## config.mk

```make
export PLATFORM = sky130hd
export DESIGN_NAME = cdb_arbiter
export DESIGN_NICKNAME = d
export VERILOG_FILES = /design/src/rtl/cdb_arbiter.sv
export SDC_FILE = /design/constraint.sdc
export NUM_CORES = 1
export LEC_CHECK = 0
export ABC_CLOCK_PERIOD_IN_PS = 6500
export CELL_PAD_IN_SITES_DETAIL_PLACEMENT = 1
export CELL_PAD_IN_SITES_GLOBAL_PLACEMENT = 1
export CORE_MARGIN = 2
export CORE_UTILIZATION = 49
export DETAILED_ROUTE_END_ITERATION = 10
export PLACE_DENSITY_LB_ADDON = 0.1
export SLEW_MARGIN = 0
export SYNTH_ARGS = -nofsm -noshare
export SYNTH_HDL_FRONTEND = slang
export SYNTH_SLANG_ARGS = --single-unit
```

## constraint.sdc

```tcl
create_clock -name clk -period 6.5 [get_ports clk]
set_clock_uncertainty 0.2 [all_clocks]
set_input_delay 1.3 -clock clk [delete_from_list [all_inputs] [get_ports clk]]
set_output_delay 1.3 -clock clk [all_outputs]
set_load 0.01 [all_outputs]
```

## src/rtl/cdb_arbiter.sv

```systemverilog
// cdb_arbiter: per-source result FIFOs arbitrated round-robin onto N_CDB registered broadcast slots
module cdb_arbiter #(
   parameter int N_SRC  = 4,
   parameter int N_CDB  = 2,
   parameter int DEPTH  = 2,
   parameter int PREG_W = 6,
   parameter int ROB_W  = 3
) (
   input  logic              clk,
   input  logic              rst_n,
   input  logic              flush,
   input  logic [N_SRC-1:0]  src_valid,
   output logic [N_SRC-1:0]  src_ready,
   input  logic [PREG_W-1:0] src_rd     [N_SRC],
   input  logic [31:0]       src_value  [N_SRC],
   input  logic [ROB_W-1:0]  src_rob_id [N_SRC],
   output logic [N_CDB-1:0]  cdb_valid,
   output logic [PREG_W-1:0] cdb_rd     [N_CDB],
   output logic [31:0]       cdb_value  [N_CDB],
   output logic [ROB_W-1:0]  cdb_rob_id [N_CDB]
);
   localparam int PW = DEPTH > 1 ? $clog2(DEPTH) : 1;
   localparam int CW = $clog2(DEPTH + 1);
   localparam int SW = N_SRC > 1 ? $clog2(N_SRC) : 1;
   localparam int NW = N_CDB > 1 ? $clog2(N_CDB) : 1;

   logic [CW-1:0]     cnt_q [N_SRC], cnt_d [N_SRC];
   logic [PW-1:0]     wp_q [N_SRC], wp_d [N_SRC], rp_q [N_SRC], rp_d [N_SRC];
   logic [SW-1:0]     rr_q, rr_d;
   logic [N_CDB-1:0]  cv_q, cv_d;
   logic [PREG_W-1:0] crd_q [N_CDB], crd_d [N_CDB];
   logic [31:0]       cval_q [N_CDB], cval_d [N_CDB];
   logic [ROB_W-1:0]  crob_q [N_CDB], crob_d [N_CDB];
   logic [PREG_W-1:0] rd_mem [N_SRC][DEPTH];
   logic [31:0]       val_mem [N_SRC][DEPTH];
   logic [ROB_W-1:0]  rob_mem [N_SRC][DEPTH];
   logic [N_SRC-1:0]  enq, deq;

   function automatic logic [PW-1:0] inc(input logic [PW-1:0] p);
      return (p == PW'(DEPTH - 1)) ? '0 : p + 1'b1;
   endfunction

   assign cdb_valid  = cv_q;
   assign cdb_rd     = crd_q;
   assign cdb_value  = cval_q;
   assign cdb_rob_id = crob_q;

   // ready comes purely from the registered occupancy, never from this cycle's dequeue
   always_comb begin
      src_ready = '0;
      for (int i = 0; i < N_SRC; i++) src_ready[i] = cnt_q[i] < CW'(DEPTH);
   end

   // scan from rr_q, granting up to N_CDB non-empty heads into consecutive slots
   always_comb begin
      int n;
      logic [SW-1:0] idx;
      n      = 0;
      idx    = '0;
      deq    = '0;
      cv_d   = '0;
      crd_d  = crd_q;
      cval_d = cval_q;
      crob_d = crob_q;
      rr_d   = rr_q;
      for (int k = 0; k < N_SRC; k++) begin
         idx = SW'((int'(rr_q) + k) % N_SRC);
         if (cnt_q[idx] != '0 && n < N_CDB) begin
            deq[idx]          = 1'b1;
            cv_d[NW'(n)]      = 1'b1;
            crd_d[NW'(n)]     = rd_mem[idx][rp_q[idx]];
            cval_d[NW'(n)]    = val_mem[idx][rp_q[idx]];
            crob_d[NW'(n)]    = rob_mem[idx][rp_q[idx]];
            rr_d              = (idx == SW'(N_SRC - 1)) ? '0 : idx + 1'b1;
            n                 = n + 1;
         end
      end
      if (flush) begin
         deq    = '0;
         cv_d   = '0;
         crd_d  = crd_q;
         cval_d = cval_q;
         crob_d = crob_q;
         rr_d   = rr_q;
      end
   end

   // per-source FIFO bookkeeping; enqueue and dequeue may coincide, flush clears everything
   always_comb begin
      enq = '0;
      for (int i = 0; i < N_SRC; i++) begin
         enq[i]   = src_valid[i] && src_ready[i] && !flush;
         wp_d[i]  = flush ? '0 : enq[i] ? inc(wp_q[i]) : wp_q[i];
         rp_d[i]  = flush ? '0 : deq[i] ? inc(rp_q[i]) : rp_q[i];
         cnt_d[i] = flush ? '0 : cnt_q[i] + CW'(enq[i]) - CW'(deq[i]);
      end
   end

   // control state and broadcast registers, cleared asynchronously
   always_ff @(posedge clk or negedge rst_n) begin
      if (!rst_n) begin
         for (int i = 0; i < N_SRC; i++) begin
            cnt_q[i] <= '0;
            wp_q[i]  <= '0;
            rp_q[i]  <= '0;
         end
         for (int k = 0; k < N_CDB; k++) begin
            crd_q[k]  <= '0;
            cval_q[k] <= '0;
            crob_q[k] <= '0;
         end
         rr_q <= '0;
         cv_q <= '0;
      end else begin
         cnt_q  <= cnt_d;
         wp_q   <= wp_d;
         rp_q   <= rp_d;
         rr_q   <= rr_d;
         cv_q   <= cv_d;
         crd_q  <= crd_d;
         cval_q <= cval_d;
         crob_q <= crob_d;
      end
   end

   // result storage; contents are meaningless once counts are cleared
   always_ff @(posedge clk) begin
      for (int i = 0; i < N_SRC; i++) begin
         if (enq[i]) begin
            rd_mem[i][wp_q[i]]  <= src_rd[i];
            val_mem[i][wp_q[i]] <= src_value[i];
            rob_mem[i][wp_q[i]] <= src_rob_id[i];
         end
      end
   end
endmodule

```

# After elaboration in Yosys (flattened, before gate mapping)
# Memory sizes are Yosys's and may differ from the RTL's.
# Cells that the tools add are included.
dict set report op_classes {
  addsub 25
  magnitude_cmp 43
  n_eq_ne 4
  muxes 202
  bitwise_logic 22
  n_reduce_logical 40
}
# op n
set ops {}
lappend ops {{32-bit two-way mux} 22}
lappend ops {{64-bit two-way mux} 7}
lappend ops {{32-bit demux with 1-bit select} 7}
lappend ops {{64-bit bitwise mux} 3}
lappend ops {{6-bit two-way mux} 27}
lappend ops {{32-bit by 3-bit less-than comparator with 1-bit output (second input constant)} 3}
lappend ops {{12-bit two-way mux} 7}
lappend ops {{32-bit by 2-bit adder with 32-bit output (second input constant)} 2}
lappend ops {{3-bit two-way mux} 20}
lappend ops {{2-bit two-way mux} 24}
lappend ops {{1-bit two-way mux} 45}
lappend ops {{6-bit demux with 1-bit select} 7}
lappend ops {{12-bit bitwise mux} 3}
lappend ops {{1-bit logical AND} 25}
lappend ops {{2-bit nonzero test} 12}
lappend ops {{3-bit demux with 1-bit select} 7}
lappend ops {{4-bit two-way mux} 5}
lappend ops {{6-bit bitwise mux} 3}
lappend ops {{2-bit binary-select mux with 2-bit select} 4}
lappend ops {{2-bit greater-or-equal comparator (second input constant)} 8}
lappend ops {{1-bit NOT with 2-bit output} 8}
lappend ops {{3-bit greater-or-equal comparator (second input constant)} 4}
lappend ops {{2-bit by 3-bit less-than comparator with 1-bit output (second input constant)} 4}
lappend ops {{2-bit NOT with 3-bit output} 4}
lappend ops {{23 further kinds} 75}
dict set report word_totals {
  regBits 102
  ram_bits 328
  in_bits 171
  out_inout_bits 88
  elab_cells 359
  n_memories 3
}
# name depth word_bits read_ports rd_ports_with_merged_regs wr line
set mem_list {}
lappend mem_list {val_mem 4 64 4 0 4 35} ;# logic [31:0] val_mem [N_SRC][DEPTH];
lappend mem_list {rd_mem 4 12 4 0 4 34} ;# logic [PREG_W-1:0] rd_mem [N_SRC][DEPTH];
lappend mem_list {rob_mem 4 6 4 0 4 36} ;# logic [ROB_W-1:0] rob_mem [N_SRC][DEPTH];

# Logic depth before layout (Yosys ltp)
# Gate-level depths: netlist (run 1).
dict set report logic_depth {
  word_depth 19
  depth_mapped 23
  mapped_depth_nobuf 16
}

# Worst setup path before layout (run 1)
# No wires, ideal clock.
dict set report synth_path {
  kind {register -> register}
  from {reg rr_q[0]}
  to {reg cnt_q[1] (netlist name)}
  setup_time_ns 0.132
  arrival_time_ns 4.216
  slack_ns 1.952
  path_stages_with_launch 24
  synth_period_minus_slack_ns 4.548
  path_cell_list {dfrtp_1 -> buf_4 -> inv_2 -> buf_6 -> buf_2 -> ha_1 -> buf_6 -> inv_1 -> mux4_2 -> buf_4 -> inv_6 -> buf_4 -> buf_2 -> ha_1 -> inv_1 -> nor4_2 -> o21ai_0 -> a21oi_1 -> ha_1 -> inv_1 -> ha_1 -> xnor2_1 -> xnor2_1 -> nor2_1}
}
# item line
set synth_lines {}
lappend synth_lines {{from (decl)} 29} ;# logic [SW-1:0] rr_q, rr_d;
lappend synth_lines {{from (signal assigned)} 118} ;# rr_q <= rr_d;
lappend synth_lines {{to (signal assigned)} 115} ;# cnt_q <= cnt_d;
lappend synth_lines {{to (decl)} 27} ;# logic [CW-1:0] cnt_q [N_SRC], cnt_d [N_SRC];

==> results of run 1 <==
[per-stage QoR]
stage               instance area, sq um  cells  setup WS, ns  hold WS (ns)    util
finish                             29880   2531         1.442        0.1727  0.5849
floorplan                          25260   1655         1.952        0.2945       -
detailed placement                 28210   2438         1.470        0.1658  0.5522
global placement                   28210   2438         1.614        0.1637  0.5522
CTS                                29880   2530         1.409        0.1785  0.5848
global route                       29880   2531        0.9757        0.1868  0.5849
[path summary, 6_finish.rpt]
kind | start | end | slack (ns)
max in group asynchronous | rst_n | rr_q[0] | 4.30
worst min-delay path | cdb_value[26] | cdb_value[26] | 0.17
worst max register to register | rr_q[0] | cnt_q[7] | 1.44
min in group asynchronous | rst_n | cdb_value[12] | 0.68
worst min register to register | cdb_value[26] | cdb_value[26] | 0.17
worst max-delay path | rr_q[0] | cnt_q[7] | 1.44
[area by class of cell]
class,count,area [sq um],share of cell area
Sequential cell,429,12380,0.4144
Timing Repair Buffer,293,2875,0.09621
Tap cell,680,850.8,0.02847
Clock buffer,64,1354,0.04530
Antenna cell,1,2.502,0.00008374
Inverter,20,80.08,0.002680
Clock inverter,28,315.3,0.01055
Multi-Input combinational cell,1016,12020,0.4023
[cell usage in the layout, fill, tap and decap left out, types with 5 or more instances in the layout]
cell type and n:
nand2_1 71, nor2b_1 41, nor2_1 37, a21oi_1 40
nand2b_1 14, bufinv_16 6, clkbuf_16 50, mux4_2 283
clkbuf_1 9, clkinv_1 8, edfxtp_1 328, a21o_1 9
inv_1 17, ha_1 17, mux2i_1 174, o311ai_1 20
dfrtp_1 99, clkinv_2 8, o21ai_0 10, o211ai_1 33
clkbuf_8 5, clkdlybuf4s50_1 255, nor2_4 8, buf_4 35
mux2_2 34, nand3_1 31, nor3_1 37, xnor2_1 12
o22ai_1 16, a211oi_1 52, a2111oi_0 12, o31a_1 9
[power by group]
group | internal (mW) | switching [mW]
combinational | 4.21 | 4.99
sequential | 3.37 | 0.439
clock | 1.71 | 1.16
total | 9.28 | 6.59
[sequential cells by signal, indices dropped and copies added (netlist names), 6 cells and up]
signal	cells
val_mem	256
cdb_value	64
rd_mem	48
rob_mem	24
cdb_rd	12
cnt_q	8
cdb_rob_id	6
[layer usage]
| metal | routed length (um) | global-route usage | up-vias |
|---|---|---|---|
| met5 | 0 | 0 | - |
| met4 | 2229 | 0.1006 | 0 |
| met3 | 5411 | 0.04011 | 150 |
| met2 | 38120 | 0.4826 | 848 |
| met1 | 30470 | 0.3928 | 9058 |
| li1 | - | - | 7090 |
[worst register-to-register path, delay by kind of cell, from the launching register on]
family / cells / cell delay, ns
adder cells (fa/ha/maj): 4 / 1.05
buffers and inverters: 5 / 0.99
flip-flops: 1 / 0.92
AND/OR/NAND/NOR: 2 / 0.56
multiplexers: 1 / 0.43
XOR/XNOR: 2 / 0.27
AO/OA/AOI/OAI: 2 / 0.50
[cell families (layout without fill, tap and decap cells)]
logic type | after synthesis | count (layout) | synth area share
compound gates | 227 | 227 | 0.06468
fa+ha+maj | 18 | 18 | 0.008915
other cells | 1 | 2 | 0.0001484
simple gates | 256 | 256 | 0.04928
xor+xnor | 12 | 12 | 0.004160
buf+inv | 210 | 405 | 0.03982
mux | 502 | 502 | 0.3431
flops | 429 | 429 | 0.4899
==> flow_summary.yaml, run 1 <==
outcome:
  status: "completed"
synthesis:
  synth.avg_cell_area_sq_um: 15.27
  ys_top_cells_by_area: "edfxtp_1 (39%), mux4_2 (26%), dfrtp_1 (10%)"
  ys_seq_area_frac: 0.4899
  syn_nets: 1844
  async_flop_share: 0.2354
  synth_top_area_cell: "edfxtp_1"
  synth_top_cell_area_share: 0.3899
  synthTopCellsByCount: "edfxtp_1 (328), mux4_2 (287), mux2i_1 (179)"
  syn_inst: 1655
  synth_flop_cell: "edfxtp_1"
  yosysMostFrequentCell: "edfxtp_1"
  synth_area_sq_um: 25260
  ys_ff_latch: 429
  synth_edf_count: 328
  yosysWarnings: 0
  synth.distinct_cells: 56
timing:
  rsz0062_at_grt: "no"
  hold_viol_final: 0
  setup_viol: 0
  maxSlewViolCount: 0
  tightestPinTransition_ns: 1.158
  finalCritPeriodShare: 0.7782
  min_period_ns: 5.058
  tns_ns: 0
  fmax_ghz: 0.1977
  slew_headroom: 0.2115
route:
  ant_nets: 0
  drt_iter0_drc: 1561
  wirelength_mm: 76.22
  drc_errors: 0
  drtPass1Iterations: 5
  vias: 17146
  avgViaCountPerCell: 6.774
  wire_per_inst_um: 30.12
grt:
  overflow: 0
  grt_pass1_wl_mm: 114.9
  antenna_found_initial: 1
  grt_use_total: 0.2894
  grt_max_degree: 85
  grt_pass1_vias: 18145
finish:
  final_nets: 1998
  area_growth_syn_to_layout_pct: 18.28
  n_fill_cell: 4727
  drive_above_1_share: 0.2530
worst_setup_path:
  worst-setup-path-type: "flop to flop"
  path_cells: "inv_2, ha_4, inv_1, mux4_2, inv_6, ha_1, inv_1, nor4_2, o21ai_0, a21oi_1, ha_1, inv_1, ha_1, xnor2_1, xnor2_1, nor2_1"
  worst-r2r-cell-count: 16
  cp_num_cells: 16
  critPathRequiredTime_ns: 6.77
  crit_arrival_ns: 5.33
  critPathCaptureType: "flop"
  crit_buf_inv: 5
  critPathTopFamily: "adder cells"
  cp_max_fo: 65
  critPathLaunchType: "flop"
  critPathMaxStageDelay_ns: 0.92
  slowest_stage: "dfrtp_4"
clock_tree:
  clk_latency_ns: 0.61
  cts.sinks: 429
  cts_root_buffer: "clkbuf_16"
  cts_made_buffers: 49
  cts_repair_resize_count: 0
  cts_buffer_depth: 3
  holdBufCountCts: 0
  clk_pin_slew_ns: 0.06
  htreeDepth: 2
  post_cts_buffers: 0
  cts_tree: "yes"
pwr:
  leakage_nw: 10.11
  ir_drop_mv: 0.4052
  power_density_nw_per_um2: 531.1
  power.total_mw: 15.87
floorplan:
  dieWidth_um: 231.1
  initial_core_util: 0.4945
  die-area_sq_um: 53390
  design.portCount: 259
  rows: 83
  coreArea_sq_um: 51090
  die_h_um: 231.1
placed_design:
  hpwlAfterDp_mm: 47.56
  port_buffers: 257
  gp_congestion: 0.8149
hold_path:
  holdPathStages: 0
  min_path_type: "flop to flop"
flow_run:
  cap_violations: 0
Power figures use the tool's default switching activity.
==> inputs of run 2 (changes only) <==
--- a/config.mk
+++ b/config.mk
@@ -5,7 +5,7 @@
 export SDC_FILE = /design/constraint.sdc
 export NUM_CORES = 1
 export LEC_CHECK = 0
-export ABC_CLOCK_PERIOD_IN_PS = 6500
+export ABC_CLOCK_PERIOD_IN_PS = 5000
 export CELL_PAD_IN_SITES_DETAIL_PLACEMENT = 1
 export CELL_PAD_IN_SITES_GLOBAL_PLACEMENT = 1
 export CORE_MARGIN = 2
==> constraint.sdc (replaced) <==
create_clock -name clk -period 5 [get_ports clk]
set_clock_uncertainty 0.2 [all_clocks]
set_input_delay 1 -clock clk [delete_from_list [all_inputs] [get_ports clk]]
set_output_delay 1 -clock clk [all_outputs]
set_load 0.01 [all_outputs]
==> run 2 against run 1 <==
Net effect:
- combinational power is 33% higher
- maximum frequency rose by 18%
- highest routed layer is now met5
- core utilization fell by 0.059 points
- register-to-register slack got worse by 0.73 ns
- cell area decreased by 0.10%
- setup slack got worse by 0.73 ns
==> flow_summary.yaml, run 2 (synthesized netlist as in run 1, its figures left out) <==
outcome:
  status: "completed"
flow_run:
  cap_violations: 0
floorplan:
  design.portCount: 259
  die-area_sq_um: 53390
  initial_core_util: 0.4945
  dieWidth_um: 231.1
  rows: 83
  coreArea_sq_um: 51090
  die_h_um: 231.1
route:
  wire_per_inst_um: 30.26
  drt_iter0_drc: 1505
  drtPass1Iterations: 5
  ant_nets: 0
  wirelength_mm: 76.86
  avgViaCountPerCell: 6.779
  vias: 17219
  drc_errors: 0
worst_setup_path:
  critPathMaxStageDelay_ns: 0.83
  cp_common_cell: "ha_1"
  critPathRequiredTime_ns: 5.25
  rr_startpoint: "cnt_q[3]"
  critPathTopFamily: "compound AO/OA/AOI/OAI gates"
  cp_max_fo: 20
  worst-setup-path-type: "flop to flop"
  r2r_slack_ns: 0.71
  timing.rr.end: "cnt_q[1]"
  crit_arrival_ns: 4.53
  critPathCaptureType: "flop"
  critPathLaunchType: "flop"
  crit_buf_inv: 2
  critPathLaunch: "cnt_q[3]"
  path_cells: "or2_2, mux4_4, ha_1, inv_1, nand2_1, a211oi_2, o21ai_0, a21oi_1, ha_1, inv_1, ha_1, xnor2_1, xnor2_1, nor2_1"
  worst-r2r-cell-count: 14
  endpoint: "cnt_q[1]"
  slowest_stage: "mux4_4"
  cp_num_cells: 14
finish:
  final_cell_mix: "edfxtp_1 (328), mux4_2 (283), clkdlybuf4s50_1 (255)"
  area_growth_syn_to_layout_pct: 18.17
  mostFrequentLayoutCell: "edfxtp_1"
  final_nets: 2006
  stdcell_area_sq_um: 29850
  drive_above_1_share: 0.2519
  largest_register_ffs: 256
clock_tree:
  cts_root_buffer: "clkbuf_16"
  clk_latency_ns: 0.60
  cts_made_buffers: 50
  post_cts_buffers: 0
  holdBufCountCts: 0
  clk_pin_slew_ns: 0.06
  cts_buffer_depth: 3
  cts.sinks: 429
  cts_repair_resize_count: 0
  cts_tree: "yes"
  htreeDepth: 2
placed_design:
  gp_congestion: 0.8372
  dpl_cell_area_sq_um: 28290
  hpwlAfterDp_mm: 47.84
  port_buffers: 257
pwr:
  power_frac_seq: 0.235
  power.total_mw: 20.59
  power.net_switching_mw: 8.649
  leakage_nw: 10.10
  clkPwrFrac: 0.171
  p_int_mw: 11.94
  ir_drop_mv: 0.6038
  comb_power_share: 0.594
  p_sw_frac: 0.4200
  power_density_nw_per_um2: 689.8
timing:
  tightestPinTransition_ns: 1.110
  rsz0062_at_grt: "no"
  finalCritPeriodShare: 0.8570
  setup_viol: 0
  fmax_ghz: 0.2334
  min_period_ns: 4.285
  hold_viol_final: 0
  slew_headroom: 0.2597
  tns_ns: 0
  maxSlewViolCount: 0
grt:
  grt_pass1_vias: 18143
  grt_pass1_wl_mm: 115.1
  antenna_found_initial: 4
  overflow: 0
  grt_max_degree: 172
  grt_use_total: 0.2899
hold_path:
  min_path_type: "flop to flop"
==> run 2: power by group through the flow <==
stage                     combinational (mW)  clock [mW]  sequential (mW)
after CTS                               12.3        3.58             4.83
after global routing                    13.1        3.71             4.88
after global placement                  11.8           0             4.86
after detailed placement                12.2           0             4.89
after floorplan                         8.87           0             4.78
final                                   12.2        3.51             4.84
==> run 2: layer usage <==
layer	part of all wire	track usage	vias up	wire length, um
li1	-	-	7106	-
met1	0.40	0.3903	9112	30790
met2	0.49	0.4785	805	38000
met3	0.069	0.04380	192	5275
met4	0.036	0.1123	4	2777
met5	0.00029	0	-	22
==> run 2: worst min-delay path by stage <==
| stage | startpoint | endpoint | slack (ns) | depth (start not counted) |
|---|---|---|---|---|
| floorplan | cdb_rd[0] | cdb_rd[0] | 0.29 | 1 |
| global placement | cdb_rd[4] | cdb_rd[4] | 0.16 | 0 |
| detailed placement | cdb_value[17] | cdb_value[17] | 0.17 | 0 |
| CTS | cdb_value[17] | cdb_value[17] | 0.18 | 0 |
| global route | cdb_value[28] | cdb_value[28] | 0.18 | 0 |
| finish | cdb_value[28] | cdb_value[28] | 0.17 | 0 |
==> run 2: cell type report <==
cell class	instances	area, sq um
fill	4712	21240
sequential	429	12380
multi-input combinational	1016	12020
timing repair buffer	300	2953
clock buffer	75	1416
tap	680	850.8
clock inverter	18	142.6
inverter	20	80.08
antenna	2	5.005
==> run 2: metrics by stage <==
step                      hold WS, ns  worst slack (ns)    util  std cells
after floorplan                0.2945            0.4521       -       1655
after global placement         0.1637            0.8851  0.5537       2445
after detailed placement       0.1658            0.7966  0.5537       2445
after CTS                      0.1781            0.7616  0.5842       2538
after global routing           0.1834            0.4842  0.5842       2539
final                          0.1722            0.7149  0.5843       2540
==> inputs of run 3 (changes only) <==
--- a/config.mk
+++ b/config.mk
@@ -9,9 +9,12 @@
 export CELL_PAD_IN_SITES_DETAIL_PLACEMENT = 1
 export CELL_PAD_IN_SITES_GLOBAL_PLACEMENT = 1
 export CORE_MARGIN = 2
-export CORE_UTILIZATION = 49
+export CORE_UTILIZATION = 54
 export DETAILED_ROUTE_END_ITERATION = 10
+export DONT_BUFFER_PORTS = 1
+export HOLD_SLACK_MARGIN = 0.1
 export PLACE_DENSITY_LB_ADDON = 0.1
+export REMOVE_ABC_BUFFERS = 1
 export SLEW_MARGIN = 0
 export SYNTH_ARGS = -nofsm -noshare
 export SYNTH_HDL_FRONTEND = slang
==> run 3 against run 2 <==
Net effect:
- clock power is 2% lower
- maximum frequency fell by 1.6%
- sequential share of layout area is 4.1 points higher
- register-to-register slack lost 0.07 ns
- count of clock-buffer cells in the layout fell by 15
- die area is 9.1% lower
- core utilization increased by 0.15 points
- non-clock buffer count shrank 266
- critical endpoint is now cdb_rd[9]
==> flow_summary.yaml, run 3 (synthesized netlist as in run 1, its figures left out) <==
outcome:
  status: "completed"
placed_design:
  port_buffers: 0
  hpwlAfterDp_mm: 44.01
  gp_congestion: 0.8179
  dpl_cell_area_sq_um: 25580
route:
  wirelength_mm: 73.22
  drc_errors: 0
  drtPass1Iterations: 6
  wire_per_inst_um: 33.27
  avgViaCountPerCell: 7.255
  vias: 15969
  drt_iter0_drc: 1336
  ant_nets: 0
worst_setup_path:
  r2r_slack_ns: 0.65
  critPathMaxStageDelay_ns: 1.25
  timing.rr.end: "cdb_rd[9]"
  worst-r2r-cell-count: 9
  cp_common_cell: "o22ai_1"
  path_cells: "inv_2, ha_4, buf_4, mux4_4, mux2_2, o22ai_1, o22ai_1, a211oi_1, o31a_1"
  rr_startpoint: "rr_q[0]"
  crit_arrival_ns: 4.68
  slowest_stage: "mux4_4"
  critPathRequiredTime_ns: 5.32
  critPathTopFamily: "multiplexers"
  critPathLaunch: "rr_q[0]"
  cp_max_fo: 53
  worst-setup-path-type: "flop to flop"
  crit_buf_inv: 2
  critPathCaptureType: "flop"
  critPathLaunchType: "flop"
pwr:
  p_sw_frac: 0.4232
  clkPwrFrac: 0.173
  power_frac_seq: 0.248
  ir_drop_mv: 0.9093
  p_int_mw: 11.50
  leakage_nw: 9.057
  power_density_nw_per_um2: 734.4
  power.net_switching_mw: 8.441
  power.total_mw: 19.94
  comb_power_share: 0.580
timing:
  maxSlewViolCount: 0
  tightestPinTransition_ns: 1.137
  rsz0062_at_grt: "no"
  min_period_ns: 4.353
  fmax_ghz: 0.2297
  slew_headroom: 0.2417
  finalCritPeriodShare: 0.8706
  hold_viol_final: 0
  setup_viol: 0
finish:
  final_cell_mix: "edfxtp_1 (328), mux4_2 (283), mux2i_1 (174)"
  stdcell_area_sq_um: 27160
  area_growth_syn_to_layout_pct: 7.488
  final_nets: 1738
  mostFrequentLayoutCell: "edfxtp_1"
  n_fill_cell: 4150
  largest_register_ffs: 256
  drive_above_1_share: 0.2911
  postLayoutCoreUtil: 0.5858
flow_run:
  cap_violations: 0
clock_tree:
  cts.sinks: 429
  clk_pin_slew_ns: 0.07
  cts_root_buffer: "clkbuf_16"
  cts_repair_resize_count: 0
  clk_latency_ns: 0.60
  cts_made_buffers: 48
  cts_buffer_depth: 3
  htreeDepth: 2
  cts_tree: "yes"
grt:
  grt_max_degree: 172
  grt_use_total: 0.3066
  antenna_found_initial: 7
  overflow: 0
  use_met3: 0.07821
  met2_usage: 0.5073
  grt_pass1_vias: 16860
  grt_pass1_wl_mm: 108.8
  top_usage_layer: "met2"
  grtUsageMet1: 0.3939
floorplan:
  die-area_sq_um: 48530
  design.portCount: 259
  rows: 79
  coreArea_sq_um: 46360
  die_h_um: 220.3
  dieWidth_um: 220.3
  initial_core_util: 0.5450
hold_path:
  min_path_type: "primary input to async pin"
==> run 3: worst max path at each step <==
stage               depth (start not counted)  slack, ns       endpoint
floorplan                                   7     -18.19     cdb_rd[11]
global placement                            9       0.77  cdb_value[49]
global route                                9       0.41  cdb_value[49]
detailed placement                          9       0.66      cdb_rd[9]
finish                                      9       0.65      cdb_rd[9]
CTS                                         9       0.63      cdb_rd[9]
==> run 3: metrics by stage <==
stage               TNS (ns)  cells  hold WS [ns]  setup slack (ns)
floorplan            -989.48   1465        0.2160            -18.19
global placement           0   2105        0.2288            0.7746
detailed placement         0   2105        0.2294            0.6600
CTS                        0   2194        0.1745            0.6316
global route               0   2198        0.1930            0.4135
finish                     0   2201        0.1772            0.6471
==> run 3: area by class of cell <==
class	instances	area [sq um]	area share
Sequential cell	429	12380	0.4560
Multi-Input combinational cell	1016	12020	0.4427
Clock buffer	60	1266	0.04663
Tap cell	607	759.5	0.02797
Timing Repair Buffer	34	362.8	0.01336
Clock inverter	28	264.0	0.009722
Inverter	20	80.08	0.002949
Antenna cell	7	17.52	0.0006450
==> run 3: power groups by stage <==
stage          Clock, mW  Combinational [mW]  Sequential [mW]
3_3_place_gp           0                11.2             4.97
5_1_grt             3.65                12.4             4.99
4_1_cts             3.51                11.6             4.94
2_1_floorplan          0                7.71             5.18
6_report            3.45                11.6             4.94
3_5_place_dp           0                11.5             5.00
==> run 3: what timing repair did <==
item / in CTS / in global routing
buffers inserted: 0 / 0
hold endpoints to repair: 101 / 0
hold buffers: 1 / 0
==> run 3: metal layers <==
layer  vias to the layer above  wire, um
met1                      8478     27840
met4                         4      2106
met5                         -        34
met2                       757     36400
met3                       155      6838
li1                       6575         -
